<file path="src/rtl/image_sender.sv">
// image_sender: buffers one 25-word image and streams it to the SNN loader
// as two NEXT-strobed chunks, then samples the neuron outputs after a run.
module image_sender #(
  parameter int WORDS      = 25,
  parameter int CHUNK      = 14,
  parameter int HOLD       = 2,
  parameter int GAP        = 4,
  parameter int RUN_CYCLES = 30000
) (
  input  logic                  clk,
  input  logic                  rst_n,
  input  logic                  wr_en,
  input  logic [31:0]           wr_data,
  input  logic                  start,
  input  logic [1:0]            neurons_in,
  output logic [CHUNK*32-1:0]   data_out,
  output logic                  next,
  output logic                  finish,
  output logic                  full,
  output logic                  busy,
  output logic                  done,
  output logic [1:0]            result
);

  localparam int HG   = (HOLD > GAP) ? HOLD : GAP;
  localparam int CMAX = (HG > RUN_CYCLES) ? HG : RUN_CYCLES;
  localparam int CW   = $clog2(CMAX + 1);
  localparam int PW   = $clog2(WORDS + 1);

  typedef enum logic [2:0] {
    S_IDLE,
    S_HOLD0,
    S_GAP0,
    S_HOLD1,
    S_GAP1
  } state_t;

  state_t              state_q, state_d;
  logic [CW-1:0]       cnt_q, cnt_d;
  logic [PW-1:0]       wptr_q, wptr_d;
  logic [31:0]         mem_q [WORDS];
  logic [CHUNK*32-1:0] data_q, data_d;
  logic [CHUNK*32-1:0] chunk0, chunk1;
  logic                next_q, next_d;
  logic                finish_q, finish_d;
  logic                done_q, done_d;
  logic [1:0]          result_q, result_d;
  logic                we;

  assign full     = (wptr_q == PW'(WORDS));
  assign busy     = (state_q != S_IDLE);
  assign we       = wr_en && !busy && !full;
  assign data_out = data_q;
  assign next     = next_q;
  assign finish   = finish_q;
  assign done     = done_q;
  assign result   = result_q;

  // Words past the end of the image leave their chunk-1 slots at zero.
  always_comb begin
    chunk0 = '0;
    chunk1 = '0;
    for (int w = 0; w < WORDS; w++) begin
      if (w < CHUNK) chunk0[32*w +: 32] = mem_q[w];
      else           chunk1[32*(w-CHUNK) +: 32] = mem_q[w];
    end
  end

  always_comb begin
    state_d  = state_q;
    cnt_d    = cnt_q;
    wptr_d   = wptr_q;
    data_d   = data_q;
    next_d   = next_q;
    finish_d = finish_q;
    done_d   = 1'b0;
    result_d = result_q;
    if (we) wptr_d = wptr_q + PW'(1);
    unique case (state_q)
      S_IDLE: begin
        if (start && full) begin
          state_d = S_HOLD0;
          cnt_d   = CW'(HOLD - 1);
          data_d  = chunk0;
          next_d  = 1'b1;
        end
      end
      S_HOLD0: begin
        if (cnt_q == '0) begin
          state_d = S_GAP0;
          cnt_d   = CW'(GAP - 1);
          next_d  = 1'b0;
        end else begin
          cnt_d = cnt_q - CW'(1);
        end
      end
      S_GAP0: begin
        if (cnt_q == '0) begin
          state_d  = S_HOLD1;
          cnt_d    = CW'(RUN_CYCLES - 1);
          data_d   = chunk1;
          next_d   = 1'b1;
          finish_d = 1'b1;
        end else begin
          cnt_d = cnt_q - CW'(1);
        end
      end
      S_HOLD1: begin
        if (cnt_q == '0) begin
          state_d  = S_GAP1;
          cnt_d    = CW'(GAP - 1);
          next_d   = 1'b0;
          finish_d = 1'b0;
          done_d   = 1'b1;
          result_d = neurons_in;
        end else begin
          cnt_d = cnt_q - CW'(1);
        end
      end
      S_GAP1: begin
        if (cnt_q == '0) begin
          state_d = S_IDLE;
          wptr_d  = '0;
        end else begin
          cnt_d = cnt_q - CW'(1);
        end
      end
      default: state_d = S_IDLE;
    endcase
  end

  always_ff @(posedge clk or negedge rst_n) begin
    if (!rst_n) begin
      state_q  <= S_IDLE;
      cnt_q    <= '0;
      wptr_q   <= '0;
      data_q   <= '0;
      next_q   <= 1'b0;
      finish_q <= 1'b0;
      done_q   <= 1'b0;
      result_q <= '0;
    end else begin
      state_q  <= state_d;
      cnt_q    <= cnt_d;
      wptr_q   <= wptr_d;
      data_q   <= data_d;
      next_q   <= next_d;
      finish_q <= finish_d;
      done_q   <= done_d;
      result_q <= result_d;
    end
  end

  always_ff @(posedge clk or negedge rst_n) begin
    if (!rst_n) begin
      for (int i = 0; i < WORDS; i++) mem_q[i] <= '0;
    end else if (we) begin
      mem_q[wptr_q] <= wr_data;
    end
  end

endmodule

</file>
<file path="config.mk">
export PLATFORM = sky130hd
export DESIGN_NAME = image_sender
export DESIGN_NICKNAME = d
export VERILOG_FILES = /design/src/rtl/image_sender.sv
export SDC_FILE = /design/constraint.sdc
export NUM_CORES = 2
export LEC_CHECK = 0
export CELL_PAD_IN_SITES_DETAIL_PLACEMENT = 1
export CELL_PAD_IN_SITES_GLOBAL_PLACEMENT = 2
export CORE_MARGIN = 8
export CORE_UTILIZATION = 43
export CTS_BUF_LIST = sky130_fd_sc_hd__clkbuf_16
export CTS_CLUSTER_SIZE = 40
export DETAILED_ROUTE_END_ITERATION = 10
export PLACE_DENSITY_LB_ADDON = 0.25
export SLEW_MARGIN = 20
export SYNTH_ARGS = -nofsm -noshare
export SYNTH_HDL_FRONTEND = slang
export SYNTH_SLANG_ARGS = --single-unit
</file>
<file path="constraint.sdc">
create_clock -name clk -period 7.3 [get_ports clk]
set_clock_uncertainty 0.1 [all_clocks]
set_input_delay 0.73 -clock clk [delete_from_list [all_inputs] [get_ports clk]]
set_output_delay 0.73 -clock clk [all_outputs]
set_load 0.03 [all_outputs]
</file>
Word level (Yosys, flattened, before mapping)
Cells that the tools add are included.

storage, ports and cells
  flip-flop bits (word level) = 1,276
  output and inout port bits = 455
  word-level logic and storage cells = 97

operators by class
  add/subtract/negate cells = 2
  magnitude comparators = 2
  equal/unequal tests = 12
  multiplexer cells = 27
  bitwise logic cells = 1
  reduce and logical (&&, ||, !) cells = 20

operators with widths
  operator               number
  $mux 448               2
  $pmux 448 s2           1
  $bwmux 800             1
  $demux 32 s5           1
  $mux 15                4
  $pmux 15 s4            1
  $mux 32                1
  $logic_not 15->1       1
  $mux 3                 5
  $mux 5                 3
  $pmux 3 s5             1
  $sub 15x1->15 const B  1
  $ne 2x2->1 const B     6
  $reduce_and 3->1       3
  $eq 3x2->1 const B     2
  $ge 6x6->1 const B     1
  $lt 6x1->1 const B     1
  $not 5->6              1
  $reduce_bool 3->1      2
  $add 5x1->5 const B    1
  $eq 5x5->1 const B     1
  $mux 1                 5
  $reduce_and 5->1       1
  $logic_and 1x1->1      4
  12 further kinds       14

Longest topological paths before layout
  word-level depth = 7
  depth in mapped cells = 12

Least setup slack after synthesis
No wires, ideal clock.

  path kind = reg-to-reg
  start point = reg wptr_q[0]
  end point = reg mem_q, in the netlist chunk1[331]
  arrival = 2.273 ns
  required time = 7.075 ns
  path slack = 4.803 ns
  cell stages (with the launch flop) = 11
  path buffers = 4
  clock period less this slack = 2.497 ns
  path through = dfrtp_1 ha_1 and4b_1 buf_2 nor3b_2 and2_1 buf_2 and4b_1 buf_2 buf_4 mux2_2

on the way
  elaborated cells between the ends (all ways) = 10

RTL lines
  element                        RTL line  source
  start, declared                40        logic [PW-1:0] wptr_q, wptr_d;
  start signal, assigned         145       wptr_q <= wptr_d;
  $eq 5x5->1                     50        assign full = (wptr_q == PW'(WORDS));
  via full                       19        output logic full,
  $logic_not 1->1                52        assign we = wr_en && !busy && !full;
  $logic_and 1x1->1              52
  end signal, assigned by index  158       mem_q[wptr_q] <= wr_data;
  end, declared                  41        logic [31:0] mem_q [WORDS];

The timed path passes the listed nets, and every way through them passes these cells.
A chain may end at the register's enable or synchronous reset.

Worst setup path after layout
  start point = reg wptr_q[2]
  end point = reg mem_q, in the netlist chunk0[33]

on the way
  word-level cells in the longest chain between the ends = 6
  elaborated cells between the ends (all ways) = 10

ends and longest elaborated chain
  element                                                                RTL line
  $not 5->6 (not written as such)                                        158
  $ge 6x6->1 (not written as such) / $lt 6x1->1 (equally long branches)  158
  $logic_and 1x1->1 (not written as such)                                158
  $mux 32 (not written as such)                                          158
  $demux 32 s5                                                           158
  $bwmux 800                                                             158

Several ways; a longest one is shown, not always the timed one.

==> impl_metrics.csv <==
group,metric,value,unit
clocking,htreeDepth,4,
setup_path,critPathMaxStageDelay,0.71,ns
floorplanning,start_util,43.43,%
route,ant_nets,0,
floorplanning,rows,126,
synthesis,synth-seq-cells,1276,
timing,tns,0,ns
setup_path,cp.required,7.78,ns
placement,place_inst,5697,
pwr,total_leakage_power,27.83,nW
run,max_cap_violations,0,
route,drt_pass1_iterations,4,
finish,finalNonFillerCells,5950,
route,num_vias,31640,
setup_path,critPathCaptureType,"register",
setup_path,timing.critical_path.buf_inv,0,
grt,overflow,0,
route,drc,0,
synthesis,synth.largest_area_cell,"dfrtp_1",
floorplanning,die_x,361.6,microns
setup_path,crit_cells,5,
grt,grt_antenna_before_repair,4,
finish,layout_commonest_cell,"dfrtp_1",
synthesis,syn_nets,3961,
timing,rsz0062_at_grt,"no",
pwr,report.power.total,25.10,mW
clocking,cts_root_buf,"clkbuf_16",
route,routedWlPerCell,23.34,microns
pwr,ir_drop,216.7,uV
timing,hold_ws,0.3755,ns
synthesis,seq_area_frac_synth,62.18,%
finish,fillers,11850,
clocking,cts.sinks,1276,
placement,gp_congestion,0.7698,
setup_path,cp_top_family,"simple AND/OR/NAND/NOR gates",
synthesis,synth_area_leaders,"dfrtp_1 62%, mux2_2 15%, mux2i_1 6.9%, o21ai_0 4.5%, nand2_1 4.1%",
grt,grt_pass1_wl,217000,microns
timing,max_freq,0.2654,GHz
grt,track_usage,21.13,%
grt,grt_pass1_vias,34620,
placement,dp_hpwl,88170,microns
timing,finalHoldViolCount,0,
setup_path,worstPathMaxFanout,32,
setup_path,cpMaxStageDelayCell,"nand2_2",
floorplanning,fp.coreArea,118200,sq um
clocking,clk_latency,0.73,ns
grt,grt_max_degree,215,
placement,io_buffers,492,
pwr,power_density,405.8,nW/um^2
synthesis,synth_top_area_share,62.18,%
finish,final_cell_mix,"1276 x dfrtp_1, 678 x mux2_2, 554 x nand2_1, 478 x clkdlybuf4s50_1, 461 x o21ai_0",
timing,slew_viol_final,0,
route,dr.first_iter.drc_count,1611,
synthesis,ys_async_sr_fraction,100.0,%
finish,fin_nets,4349,
timing,min_period_over_period,51.61,%
finish,drive_above_1_share,22.10,%
clocking,cts_tree,"built",
floorplanning,dieArea,130700,sq um
finish,syn_to_final_growth,20.43,%
synthesis,syn_area_per_cell,13.11,sq um
floorplanning,fp.dieH,361.6,microns
timing,tightest_slew,1.169,ns
setup_path,crit_path_start_kind,"register",
synthesis,synth_area,51350,sq um
route,wl,138900,microns
timing,layout_min_cycle_time,3.767,ns
synthesis,synth_ff_type,"dfrtp_1",
setup_path,worstPathArrival,4.25,ns
floorplanning,ios,493,
timing,relSlewSlack,22.05,%
synthesis,syn-instance-count,3917,
clocking,clockBufferDepth,3,
clocking,clk_pin_slew_worst_paths,0.06,ns
setup_path,path_cells,"and4b_1 -> nor3b_2 -> and2_1 -> nand2_2 -> mux2_1",
worst_hold_path,min-delay-path-class,"register to register",
clocking,post_cts_buffers,0,
route,viasPerCell,5.318,
synthesis,synth-edff-count,0,
synthesis,yosysWarnings,0,
clocking,cts_buffers,141,
synthesis,synth.distinct_cells,56,
worst_hold_path,holdPathStages,2,
setup_path,reg2regPathDepth,5,
setup_path,worst-setup-path-type,"register to register",
run_status,status,"completed",
timing,setup_violations,0,
finish,utilization,52.31,%
[state kept, by name, indices dropped and copies added, names as in the netlist]
name,count
next,1
done,1
finish,1
chunk1,352
state_q,3
data_out,448
result,2
cnt_q,15
wptr_q,5
chunk0,448
[kinds of logic after synthesis]
kind of cell | count (synthesis) | share of synthesized area (%)
and+or+nand+nor | 665 | 5.326
AOI/OAI and AO/OA | 498 | 5.004
adders and majority gates | 6 | 0.1462
xor gates and xnor gates | 5 | 0.08529
DFF | 1276 | 62.18
muxes | 1154 | 24.45
buffers and inverters | 313 | 2.814
[layer usage]
layer	up-vias	wire length, microns	part of all wire (%)	global-route usage, %
met5	-	0	0	0
met4	0	3267	2.4	5.943
met3	172	5511	4.0	3.868
met2	519	68550	49	35.44
met1	16620	61560	44	28.19
li1	14330	-	-	-
[per-stage QoR]
| stage | instance area [sq um] | setup slack, ns |
|---|---|---|
| 2_1_floorplan | 51350 | 4.803 |
| 3_3_place_gp | 57410 | 3.463 |
| 4_1_cts | 61860 | 3.539 |
| 3_5_place_dp | 57430 | 3.422 |
| 5_1_grt | 61840 | 3.335 |
| 6_report | 61850 | 3.533 |
[worst paths after layout]
| path | start | end | slack (ns) |
|---|---|---|---|
| setup / recovery | wptr_q[2]$_DFF_PN0_ | chunk0[33]$_DFFE_PN0P_ | 3.53 |
| hold / removal | chunk0[394]$_DFFE_PN0P_ | data_out[394]$_DFFE_PN0P_ | 0.38 |
| setup reg to reg | wptr_q[2]$_DFF_PN0_ | chunk0[33]$_DFFE_PN0P_ | 3.53 |
| hold reg to reg | chunk0[394]$_DFFE_PN0P_ | data_out[394]$_DFFE_PN0P_ | 0.38 |
| max in group asynchronous | rst_n | data_out[425]$_DFFE_PN0P_ | 4.91 |
| min in group asynchronous | rst_n | data_out[281]$_DFFE_PN0P_ | 0.55 |
[report_power, final]
group	total, mW	switching [mW]	internal (mW)
sequential	11.4	1.67	9.68
clock	6.81	2.84	3.97
combinational	6.93	3.63	3.29
total	25.1	8.15	16.9
[cell usage after synthesis (all sizes together) (3+ instances only)]
cell type	number
or3	4
clkbuf	156
dfrtp	1276
nand4	4
nand2	569
a211o	3
nor3	17
mux2i	352
nor4	5
or4	4
and3	3
xnor2	3
ha	6
nor2	30
and2	4
nor3b	5
nand3	10
o2bb2ai	3
inv	8
a21oi	12
a31oi	3
mux2	802
buf	149
o21ai	462
[what timing repair did]
action | CTS | global route
gates resized for setup | 0 | 0
hold buffers | 1 | 0
endpoints found under the setup margin | 0 | 0
hold endpoints to repair | 72 | 0
[worst reg2reg max path: stages, from the launching register on]
cell and delay, ns:
dfrtp_1 0.65, and4b_1 0.38, nor3b_2 0.66, and2_1 0.51, nand2_2 0.72, mux2_1 0.63
[cell type report]
cell class / instances / area [sq um] / area share (%)
timing repair buffer: 550 / 5464 / 8.835
inverter: 8 / 30.03 / 0.04855
sequential: 1276 / 31930 / 51.63
antenna: 2 / 5.005 / 0.008092
multi-input combinational: 2328 / 18070 / 29.22
tap: 1536 / 1922 / 3.107
clock inverter: 102 / 718.2 / 1.161
clock buffer: 148 / 3704 / 5.988
Note: power is estimated with default switching activity, not from simulation.
